===== src/rtl/cache_pkg.sv =====
// Shared types for the cache control path: CPU/memory opcodes and controller states.
package cache_pkg;

  typedef enum logic [1:0] {
    LOAD    = 2'd0,
    STORE   = 2'd1,
    CLFLUSH = 2'd2
  } req_op_e;

  typedef enum logic {
    MEM_READ  = 1'b0,
    MEM_WRITE = 1'b1
  } mem_op_e;

  typedef enum logic [2:0] {
    IDLE      = 3'd0,
    COMPARE   = 3'd1,
    WRITEBACK = 3'd2,
    ALLOCATE  = 3'd3,
    INSTALL   = 3'd4
  } cache_ctrl_state_e;

  // Index width for a line of `words` words; a one-word line still gets a 1-bit index.
  function automatic int unsigned idx_width(input int unsigned words);
    return (words <= 1) ? 1 : $clog2(words);
  endfunction

endpackage


===== src/rtl/cache_controller_if.sv =====
// Bundle of CPU request, metadata/data array and memory request signals around the cache controller.
interface cache_controller_if #(
  parameter int unsigned WORD_IDX_W = 2
);

  logic                  req_valid;
  logic [1:0]            req_op;
  logic                  req_ready;
  logic                  req_fulfilled;

  logic                  valid_block_match;
  logic                  valid_dirty_bit;
  logic                  clear_selected_valid_bit;
  logic                  finish_new_line_install;
  logic                  clear_selected_dirty_bit;
  logic                  set_selected_dirty_bit;

  logic                  data_array_we;
  logic                  data_src_sel;
  logic [WORD_IDX_W-1:0] word_offset;

  logic                  mem_req_valid;
  logic                  mem_req_op;
  logic                  mem_addr_sel_tag;
  logic                  mem_req_fulfilled;

  // Controller side.
  modport master (
    input  req_valid, req_op, valid_block_match, valid_dirty_bit, mem_req_fulfilled,
    output req_ready, req_fulfilled,
           clear_selected_valid_bit, finish_new_line_install,
           clear_selected_dirty_bit, set_selected_dirty_bit,
           data_array_we, data_src_sel, word_offset,
           mem_req_valid, mem_req_op, mem_addr_sel_tag
  );

  // CPU, arrays and memory side.
  modport slave (
    output req_valid, req_op, valid_block_match, valid_dirty_bit, mem_req_fulfilled,
    input  req_ready, req_fulfilled,
           clear_selected_valid_bit, finish_new_line_install,
           clear_selected_dirty_bit, set_selected_dirty_bit,
           data_array_we, data_src_sel, word_offset,
           mem_req_valid, mem_req_op, mem_addr_sel_tag
  );

endinterface


===== src/rtl/line_word_counter.sv =====
// Word index within a cache line during writeback/refill; wraps to 0 after the last word.
module line_word_counter
  import cache_pkg::*;
#(
  parameter int unsigned WORDS_PER_LINE = 4,
  parameter int unsigned CNT_W          = idx_width(WORDS_PER_LINE)
) (
  input  logic             clk,
  input  logic             reset,
  input  logic             clear,
  input  logic             incr,
  output logic [CNT_W-1:0] count,
  output logic             last
);

  localparam logic [CNT_W-1:0] LAST_IDX = CNT_W'(WORDS_PER_LINE - 1);

  assign last = (count == LAST_IDX);

  // Clear wins over increment so a state entry always starts at word 0.
  always_ff @(posedge clk or posedge reset) begin
    if (reset) begin
      count <= '0;
    end else if (clear) begin
      count <= '0;
    end else if (incr) begin
      count <= last ? '0 : count + CNT_W'(1);
    end
  end

endmodule


===== src/rtl/cache_controller.sv =====
// Direct-mapped cache control FSM: hit/miss handling, word-by-word writeback and refill, line flush.
module cache_controller
  import cache_pkg::*;
#(
  parameter int unsigned READ_ONLY      = 0,
  parameter int unsigned WORDS_PER_LINE = 4,
  parameter int unsigned WORD_IDX_W     = idx_width(WORDS_PER_LINE)
) (
  input  logic               clk,
  input  logic               reset,
  cache_controller_if.master bus
);

  localparam bit RO = (READ_ONLY != 0);

  cache_ctrl_state_e       state_q, state_d;
  req_op_e                 op_q, op_d;
  logic                    flush_q, flush_set, flush_clr;
  logic                    cnt_clear, cnt_incr, cnt_last;
  logic [WORD_IDX_W-1:0]   cnt;
  logic                    dirty;

  // An I-cache never holds modified data, so the dirty status is meaningless there.
  assign dirty = RO ? 1'b0 : bus.valid_dirty_bit;

  // Request opcode as seen by the FSM; stores collapse to loads on a read-only cache.
  always_comb begin
    op_d = LOAD;
    case (bus.req_op)
      2'd1:    op_d = RO ? LOAD : STORE;
      2'd2:    op_d = CLFLUSH;
      default: op_d = LOAD;
    endcase
  end

  line_word_counter #(
    .WORDS_PER_LINE (WORDS_PER_LINE),
    .CNT_W          (WORD_IDX_W)
  ) u_counter (
    .clk   (clk),
    .reset (reset),
    .clear (cnt_clear),
    .incr  (cnt_incr),
    .count (cnt),
    .last  (cnt_last)
  );

  assign bus.word_offset = cnt;

  // State, latched opcode and flush flag.
  always_ff @(posedge clk or posedge reset) begin
    if (reset) begin
      state_q <= IDLE;
      op_q    <= LOAD;
      flush_q <= 1'b0;
    end else begin
      state_q <= state_d;
      if (state_q == IDLE && bus.req_valid) begin
        op_q <= op_d;
      end
      if (flush_set) begin
        flush_q <= 1'b1;
      end else if (flush_clr) begin
        flush_q <= 1'b0;
      end
    end
  end

  // Next state and strobes decoded straight from state, counter and incoming status.
  always_comb begin
    state_d                      = state_q;
    flush_set                    = 1'b0;
    flush_clr                    = 1'b0;
    cnt_clear                    = 1'b0;
    cnt_incr                     = 1'b0;
    bus.req_ready                = 1'b0;
    bus.req_fulfilled            = 1'b0;
    bus.clear_selected_valid_bit = 1'b0;
    bus.finish_new_line_install  = 1'b0;
    bus.clear_selected_dirty_bit = 1'b0;
    bus.set_selected_dirty_bit   = 1'b0;
    bus.data_array_we            = 1'b0;
    bus.data_src_sel             = 1'b0;
    bus.mem_req_valid            = 1'b0;
    bus.mem_req_op               = MEM_READ;
    bus.mem_addr_sel_tag         = 1'b0;

    case (state_q)
      IDLE: begin
        bus.req_ready = 1'b1;
        if (bus.req_valid) begin
          state_d = COMPARE;
        end
      end

      COMPARE: begin
        if (op_q == CLFLUSH) begin
          if (dirty) begin
            flush_set = 1'b1;
            cnt_clear = 1'b1;
            state_d   = WRITEBACK;
          end else begin
            bus.clear_selected_valid_bit = 1'b1;
            bus.req_fulfilled            = 1'b1;
            state_d                      = IDLE;
          end
        end else if (bus.valid_block_match) begin
          bus.req_fulfilled = 1'b1;
          state_d           = IDLE;
          if (op_q == STORE) begin
            bus.data_array_we          = 1'b1;
            bus.data_src_sel           = 1'b0;
            bus.set_selected_dirty_bit = !RO;
          end
        end else begin
          cnt_clear = 1'b1;
          state_d   = dirty ? WRITEBACK : ALLOCATE;
        end
      end

      WRITEBACK: begin
        bus.mem_req_valid    = 1'b1;
        bus.mem_req_op       = MEM_WRITE;
        bus.mem_addr_sel_tag = 1'b1;
        if (bus.mem_req_fulfilled) begin
          cnt_incr = 1'b1;
          if (cnt_last) begin
            cnt_clear = 1'b1;
            if (flush_q) begin
              flush_clr                    = 1'b1;
              bus.clear_selected_dirty_bit = !RO;
              bus.clear_selected_valid_bit = 1'b1;
              bus.req_fulfilled            = 1'b1;
              state_d                      = IDLE;
            end else begin
              state_d = ALLOCATE;
            end
          end
        end
      end

      ALLOCATE: begin
        bus.mem_req_valid = 1'b1;
        bus.mem_req_op    = MEM_READ;
        if (bus.mem_req_fulfilled) begin
          bus.data_array_we = 1'b1;
          bus.data_src_sel  = 1'b1;
          cnt_incr          = 1'b1;
          if (cnt_last) begin
            state_d = INSTALL;
          end
        end
      end

      INSTALL: begin
        bus.finish_new_line_install  = 1'b1;
        bus.clear_selected_dirty_bit = !RO;
        state_d                      = COMPARE;
      end

      default: begin
        state_d = IDLE;
      end
    endcase
  end

endmodule


===== src/flat_wrapper.sv =====
// flat-port wrapper written by rule: the top's interface ports become plain ports
module cache_controller_flat import cache_pkg::*;
#(
  parameter int unsigned READ_ONLY      = 0,
  parameter int unsigned WORDS_PER_LINE = 4,
  parameter int unsigned WORD_IDX_W     = idx_width(WORDS_PER_LINE)
)
  (clk, reset, bus_req_valid, bus_req_op, bus_valid_block_match, bus_valid_dirty_bit, bus_mem_req_fulfilled, bus_req_ready, bus_req_fulfilled, bus_clear_selected_valid_bit, bus_finish_new_line_install, bus_clear_selected_dirty_bit, bus_set_selected_dirty_bit, bus_data_array_we, bus_data_src_sel, bus_word_offset, bus_mem_req_valid, bus_mem_req_op, bus_mem_addr_sel_tag);
  cache_controller_if #(.WORD_IDX_W(WORD_IDX_W)) bus_i ();
  input  logic clk;
  input  logic reset;
  input wire logic [$bits(bus_i.req_valid)-1:0] bus_req_valid;
  input wire logic [$bits(bus_i.req_op)-1:0] bus_req_op;
  input wire logic [$bits(bus_i.valid_block_match)-1:0] bus_valid_block_match;
  input wire logic [$bits(bus_i.valid_dirty_bit)-1:0] bus_valid_dirty_bit;
  input wire logic [$bits(bus_i.mem_req_fulfilled)-1:0] bus_mem_req_fulfilled;
  output wire logic [$bits(bus_i.req_ready)-1:0] bus_req_ready;
  output wire logic [$bits(bus_i.req_fulfilled)-1:0] bus_req_fulfilled;
  output wire logic [$bits(bus_i.clear_selected_valid_bit)-1:0] bus_clear_selected_valid_bit;
  output wire logic [$bits(bus_i.finish_new_line_install)-1:0] bus_finish_new_line_install;
  output wire logic [$bits(bus_i.clear_selected_dirty_bit)-1:0] bus_clear_selected_dirty_bit;
  output wire logic [$bits(bus_i.set_selected_dirty_bit)-1:0] bus_set_selected_dirty_bit;
  output wire logic [$bits(bus_i.data_array_we)-1:0] bus_data_array_we;
  output wire logic [$bits(bus_i.data_src_sel)-1:0] bus_data_src_sel;
  output wire logic [$bits(bus_i.word_offset)-1:0] bus_word_offset;
  output wire logic [$bits(bus_i.mem_req_valid)-1:0] bus_mem_req_valid;
  output wire logic [$bits(bus_i.mem_req_op)-1:0] bus_mem_req_op;
  output wire logic [$bits(bus_i.mem_addr_sel_tag)-1:0] bus_mem_addr_sel_tag;
  assign bus_i.req_valid = bus_req_valid;
  assign bus_i.req_op = bus_req_op;
  assign bus_i.valid_block_match = bus_valid_block_match;
  assign bus_i.valid_dirty_bit = bus_valid_dirty_bit;
  assign bus_i.mem_req_fulfilled = bus_mem_req_fulfilled;
  assign bus_req_ready = bus_i.req_ready;
  assign bus_req_fulfilled = bus_i.req_fulfilled;
  assign bus_clear_selected_valid_bit = bus_i.clear_selected_valid_bit;
  assign bus_finish_new_line_install = bus_i.finish_new_line_install;
  assign bus_clear_selected_dirty_bit = bus_i.clear_selected_dirty_bit;
  assign bus_set_selected_dirty_bit = bus_i.set_selected_dirty_bit;
  assign bus_data_array_we = bus_i.data_array_we;
  assign bus_data_src_sel = bus_i.data_src_sel;
  assign bus_word_offset = bus_i.word_offset;
  assign bus_mem_req_valid = bus_i.mem_req_valid;
  assign bus_mem_req_op = bus_i.mem_req_op;
  assign bus_mem_addr_sel_tag = bus_i.mem_addr_sel_tag;
  cache_controller #(.READ_ONLY(READ_ONLY), .WORDS_PER_LINE(WORDS_PER_LINE), .WORD_IDX_W(WORD_IDX_W)) u_core (.clk(clk), .reset(reset), .bus(bus_i));
endmodule

===== config.mk =====
export PLATFORM = sky130hd
export DESIGN_NAME = cache_controller_flat
export DESIGN_NICKNAME = d
export VERILOG_FILES = /design/src/rtl/cache_pkg.sv /design/src/rtl/cache_controller_if.sv /design/src/rtl/line_word_counter.sv /design/src/rtl/cache_controller.sv /design/src/flat_wrapper.sv
export SDC_FILE = /design/constraint.sdc
export NUM_CORES = 1
export LEC_CHECK = 0
export CORE_AREA = 4 4 55 57
export CTS_CLUSTER_DIAMETER = 100
export DETAILED_ROUTE_END_ITERATION = 10
export DIE_AREA = 0 0 59 61
export PLACE_DENSITY = 0.57
export SLEW_MARGIN = 25
export SYNTH_ARGS = -nofsm -noshare
export SYNTH_HDL_FRONTEND = slang
export SYNTH_SLANG_ARGS = --single-unit
export TNS_END_PERCENT = 100

===== constraint.sdc =====
create_clock -name clk -period 1.85 [get_ports clk]
set_input_delay 0.37 -clock clk [delete_from_list [all_inputs] [get_ports clk]]
set_output_delay 0.37 -clock clk [all_outputs]
set_load 0.02 [all_outputs]

==> flow_metrics.tcl, run 1 <==
set metrics [dict create \
    outcome "finished, violations left" \
    initial_core_util_pct 24.80 \
    syn-cell-area_sq_um 614.3 \
    worst_slack_ps -72.61 \
    dr.pass1.iters 4 \
    rsz0062_at_grt "true" \
    fp.dieW_um 59 \
    netlist_instances 65 \
    p_int_uw 810.6 \
    final-seq-area_sq_um 200.2 \
    port_buffers 20 \
    cp-end-kind "primary output" \
    drtIter0Drc 4 \
    place_hpwl_um 1342 \
    leakage_uw 0.0004526 \
    p_sw_uw 609.6 \
    final_common_cell "buf_4" \
    setup_viol 4 \
    cp.arrival_ps 1550 \
    grt_antenna_before_repair 0 \
    vias 622 \
    row_count 18 \
    rrSetupSlack_ps 420 \
    fmax_ghz 0.5201 \
    r2r_end "u_core.op_q[0]$_DFFE_PP0P_" \
    syn-num-nets 75 \
    cts_sinks 8 \
    ys_seq_elements 8 \
    core-area_sq_um 2477 \
    post_drt_wl_per_cell_um 12.77 \
    io-pin-count 21 \
    comb_power_share_pct 68.5 \
    area_growth_syn_to_layout_pct 59.27 \
    p_clk_share_pct 10.1 \
    ys_types 36 \
    viasPerCell 4.677 \
    ys_seq_area_share_pct 32.59 \
    multiInputGateArea_sq_um 382.9 \
    drc 0 \
    die_height_um 61 \
    root_buffer "clkbuf_4" \
    yosysWarnings 0 \
    cts_tree "built" \
    path_clk_slew_ps 60 \
    timing.slew.headroom_pct 75.99 \
    grt_first_pass_wirelength_um 2822 \
    dp_slack_ps -518.4 \
    routed_wl_um 1699 \
    yosysTopAreaCell "dfrtp_1" \
    cts_buffer_depth 2 \
    grt_pass1_vias 634 \
    yosys-top-cells-area "dfrtp_1 (33%), ha_1 (4.1%), o21ai_0 (4.1%)" \
    grt.overflow.total 0 \
    violations "setup timing" \
    final-hold-violation-count 0 \
    final_core_util_pct 39.49 \
    numCtsBuffers 3 \
    drv_slew 0 \
    maxCapViolations 0 \
    period_minus_slack_ps 1923 \
    fillers 257 \
    worst_pin_slew_ps 359.7 \
    crit_type "flop to primary output" \
    rr_startpoint "u_core.state_q[2]$_DFFE_PP0P_" \
    cp-start-kind "flop" \
    clkLatencyLatePin_ps 260 \
    dieArea_sq_um 3599 \
    cp_max_fo 5 \
    cp.required_ps 1480 \
    synth_top_area_share_pct 32.59 \
    grt_max_degree 12 \
    vdd_drop_max_mv 0.6129 \
    num-nets-final 115 \
    grt_use_total_pct 10.57 \
    drive_gt1_share_pct 42.72 \
    ant_nets 0 \
    htreeDepth 1 \
    hp-class "input port to asynchronous set/reset pin" \
    powerDensity_nw_per_um2 1451 \
    skew_ps 7.622 \
    gp_congestion 0.7956 \
    mostFrequentLayoutCells "buf_4 (19), clkdlybuf4s50_1 (8), dfrtp_1 (8)" \
    synth.avg_cell_area_sq_um 9.451 \
    finalHoldWorstSlack_ps 367.1 \
    swShare_pct 42.92 \
    antenna_cells 0 \
    period_share_pct 103.9 \
    power_uw 1420 \
    power_frac_seq_pct 21.4 \
    reg2regPathDepth 6 \
]
worst max path at each step:
stage,startpoint,end,slack [ps],cells after the start
2_1_floorplan,u_core.state_q[1]$_DFFE_PP0P_,bus_data_array_we,60,3
6_report,u_core.state_q[2]$_DFFE_PP0P_,bus_req_fulfilled,-70,5
5_1_grt,u_core.state_q[2]$_DFFE_PP0P_,bus_req_fulfilled,-170,5
3_5_place_dp,bus_mem_req_fulfilled,bus_req_fulfilled,-520,5
4_1_cts,u_core.state_q[1]$_DFFE_PP0P_,bus_clear_selected_valid_bit,-130,4
3_3_place_gp,bus_mem_req_fulfilled,bus_clear_selected_valid_bit,-480,5
worst max-delay path: stages (launching register included):
cell and delay, ps:
dfrtp_1 380, buf_6 130, and3b_1 220, nand4_1 230, o21ai_1 170, buf_4 160
state kept, by name (all words and copies together) (netlist names):
name	flops
u_core.state_q	3
u_core.op_q	2
u_core.u_counter.count	2
u_core.flush_q	1
power by group through the flow:
stage	registers, uW	clock network (uW)	logic [uW]
after detailed placement	309	0	991
after CTS	306	150	971
after global placement	306	0	979
final	304	143	973
after floorplan	338	0	548
after global routing	315	162	1060
routing by layer:
metal | track usage [%] | share of wire [%] | vias up
met3 | 3.830 | 6.3 | 0
met1 | 11.70 | 42 | 294
met5 | 0 | 0 | -
met4 | 2.913 | 0 | 0
met2 | 19.09 | 52 | 18
li1 | - | - | 310
area by class of cell:
class	instances	share of cell area [%]
tap	30	3.836
sequential	8	20.46
inverter	3	1.151
timing repair buffer	39	33.12
multi-input combinational	50	39.13
clock buffer	3	2.302
through the flow:
step / cell area, sq um / instances / setup TNS, ps
detailed placement: 945.9 / 128 / -2633
global placement: 945.9 / 128 / -2459
CTS: 963.4 / 132 / -209.7
finish: 978.4 / 133 / -223.1
global route: 978.4 / 133 / -568.9
floorplan: 614.3 / 65 / 0
timing repair:
| action | in CTS | in global routing |
|---|---|---|
| setup endpoints to repair | 11 | 10 |
| hold buffers | 0 | 0 |
| buffers inserted | 1 | 1 |
| pin swaps | 1 | 0 |
| gates resized for setup | 42 | 15 |
cell usage after synthesis:
cell type and number:
dfrtp_1 8, nand2_1 5, o21ai_0 5, nor2_1 4, buf_4 3, inv_1 3
nor2b_1 3, a21oi_1 2, and3_1 2, ha_1 2, nor3b_1 2, o22ai_1 2
a2111o_1 1, a211oi_2 1, a21oi_2 1, a22o_1 1, a31o_2 1, a32o_1 1
and2_1 1, and3b_1 1, buf_6 1, mux2_1 1, mux2_4 1, nand2_2 1
nand2b_1 1, nand2b_4 1, nand3_1 1, nand3b_1 1, nand4_1 1, nor3_2 1
nor3_4 1, nor3b_2 1, nor4_1 1, o31ai_1 1, or2_1 1, or3b_4 1
logic make-up (layout without fill, tap and decap cells):
logic type      Yosys count  count (layout)  synth area share, %
mux                       2               2                4.276
buf+inv                   7              45                7.331
compound gates           16              16                18.74
simple gates             30              30                33.00
fa+ha+maj                 2               2                4.073
flops                     8               8                32.59
(Power assumes the default switching activity.)
==> run 2, diff against run 1 <==
- ABC_CLOCK_PERIOD_IN_PS: default -> 1850
==> results of run 2 <==
Final layout, timing and power as in run 1 (identical DEF).
==> run 3, diff against run 2 <==
- ABC_CLOCK_PERIOD_IN_PS: 1850 -> 2100
- RECOVER_POWER: default -> 100
- clock period: 1.85 -> 2.1 ns (I/O delays scaled with it)
==> run 3 against run 2 <==
Sequential power decreased by 9.9%. Clock skew decreased by 4.6 ps. Clock-buffer cell count unchanged. The run now ends clean. Register-to-register slack improved by 120 ps. Total power decreased by 24%. Sequential share of layout area increased by 2.5 points. Critical path type is now input port to primary output. Highest routed layer is now met4. Critical endpoint is now bus_clear_selected_valid_bit.
==> flow_metrics.tcl, run 3 (synthesis results as in run 1) <==
set metrics [dict create \
    outcome "finished clean" \
    final_core_util_pct 35.20 \
    placedCellCount 123 \
    setup_viol 0 \
    fin_area_sq_um 872.1 \
    hp-class "input port to asynchronous set/reset pin" \
    worst_slack_ps 88.68 \
    area_growth_syn_to_layout_pct 41.96 \
    skew_ps 2.988 \
    grt_max_degree 12 \
    post_drt_wl_per_cell_um 12.12 \
    ant_nets 0 \
    met2_usage_pct 15.93 \
    maxCapViolations 0 \
    routed_wl_um 1527 \
    grt.overflow.total 0 \
    grt-busiest-layer "met2" \
    critPathTopFamily "buffers and inverters" \
    antenna_cells 0 \
    clkLatencyLatePin_ps 260 \
    cp-end-kind "primary output" \
    dp_slack_ps -336.1 \
    dr.pass1.iters 4 \
    period_minus_slack_ps 2011 \
    powerDensity_nw_per_um2 1244 \
    leakage_uw 0.0004119 \
    cp_slowest_cell "clkdlybuf4s50_1" \
    cpPeakStageDelay_ps 500 \
    grtUsageMet1_pct 12.68 \
    final-hold-violation-count 0 \
    grt_antenna_before_repair 0 \
    drv_slew 0 \
    mostFrequentLayoutCells "buf_4 (9), dfrtp_1 (8), dlygate4sd2_1 (7)" \
    largest_register "u_core.state_q" \
    numCtsBuffers 3 \
    drtIter0Drc 11 \
    gp_congestion 0.7516 \
    cp.arrival_ps 1590 \
    grt_pass1_vias 620 \
    root_buffer "clkbuf_4" \
    port_buffers 20 \
    rsz0062_at_grt "false" \
    initial_core_util_pct 24.80 \
    cts_buffer_depth 2 \
    num-nets-final 108 \
    io-pin-count 21 \
    cp.buffers_inverters 2 \
    fmax_ghz 0.4972 \
    stdcell_count 126 \
    timing.slew.headroom_pct 74.01 \
    drive_gt1_share_pct 25.00 \
    grt_use_total_pct 10.03 \
    cp-start-kind "input port" \
    cts.repair.resized 19 \
    cp.required_ps 1680 \
    cts_tree "built" \
    grt_first_pass_wirelength_um 2760 \
    final_common_cell "buf_4" \
    htreeDepth 1 \
    fp.dieW_um 59 \
    cp_max_fo 3 \
    vdd_drop_max_mv 0.5618 \
    drc 0 \
    cts_sinks 8 \
    die_height_um 61 \
    place_hpwl_um 1218 \
    period_share_pct 95.78 \
    crit_type "input port to primary output" \
    core-area_sq_um 2477 \
    placedInstanceArea_sq_um 908.4 \
    largest_register_ffs 3 \
    cts_hold_buf 0 \
    worst_pin_slew_ps 387.6 \
    fillers 279 \
    finalHoldWorstSlack_ps 558.1 \
    cts_setup_buffers 0 \
    row_count 18 \
    dieArea_sq_um 3599 \
    vias 597 \
    viasPerCell 4.738 \
    rrSetupSlack_ps 540 \
    path_clk_slew_ps 60 \
    gr-usage-met3_pct 2.553 \
    cp_cell_sequence "clkdlybuf4s50_1 -> and3b_1 -> nand4_1 -> o31ai_1 -> clkbuf_2" \
    top_regs "u_core.state_q: 3 flops, u_core.op_q: 2 flops, u_core.u_counter.count: 2 flops" \
]
[run 3: changes by cell type in the layout (fill, tap and decap cells not counted), moves of 2 or more]
| cell | before | now |
|---|---|---|
| buf_4 | 19 | 9 |
| buf_6 | 5 | 0 |
| clkbuf_1 | 0 | 2 |
| clkdlybuf4s50_1 | 8 | 6 |
| dlygate4sd2_1 | 1 | 7 |
| dlygate4sd3_1 | 0 | 3 |
[run 3: layout make-up]
type / instances / area, sq um / share of cell area (%)
multi-input combinational: 50 / 349.1 / 40.03
inverter: 3 / 11.26 / 1.291
timing repair buffer: 32 / 251.5 / 28.84
tap: 30 / 37.54 / 4.304
clock buffer: 3 / 22.52 / 2.582
sequential: 8 / 200.2 / 22.96
[run 3: worst paths after layout]
| kind | cells after the start | to | startpoint |
|---|---|---|---|
| max in group asynchronous | 2 | u_core.state_q[2]$_DFFE_PP0P_ | reset |
| min reg2reg | 1 | u_core.flush_q$_DFFE_PP0P_ | u_core.flush_q$_DFFE_PP0P_ |
| min in group clk | 1 | u_core.flush_q$_DFFE_PP0P_ | u_core.flush_q$_DFFE_PP0P_ |
| min | 2 | u_core.state_q[1]$_DFFE_PP0P_ | reset |
| max | 5 | bus_clear_selected_valid_bit | bus_mem_req_fulfilled |
| max reg2reg | 4 | u_core.u_counter.count[1]$_DFFE_PP0P_ | u_core.state_q[1]$_DFFE_PP0P_ |
[run 3: report_power, final]
part / switching [uW] / internal [uW]
clock network: 57.2 / 65.7
logic: 370 / 318
registers: 55.0 / 219
total: 483 / 602
[run 3: per-stage QoR]
step                      TNS [ps]  power (uW)
after floorplan                  0       780.4
after global placement       -1382        1063
after detailed placement     -1395        1067
after CTS                   -54.95        1153
after global routing             0        1189
final                            0        1085
[run 3: routing by layer]
metal | vias up | routed length (um)
met3 | 4 | 94
li1 | 300 | -
met4 | 0 | 27
met2 | 16 | 693
met5 | - | 0
met1 | 277 | 712
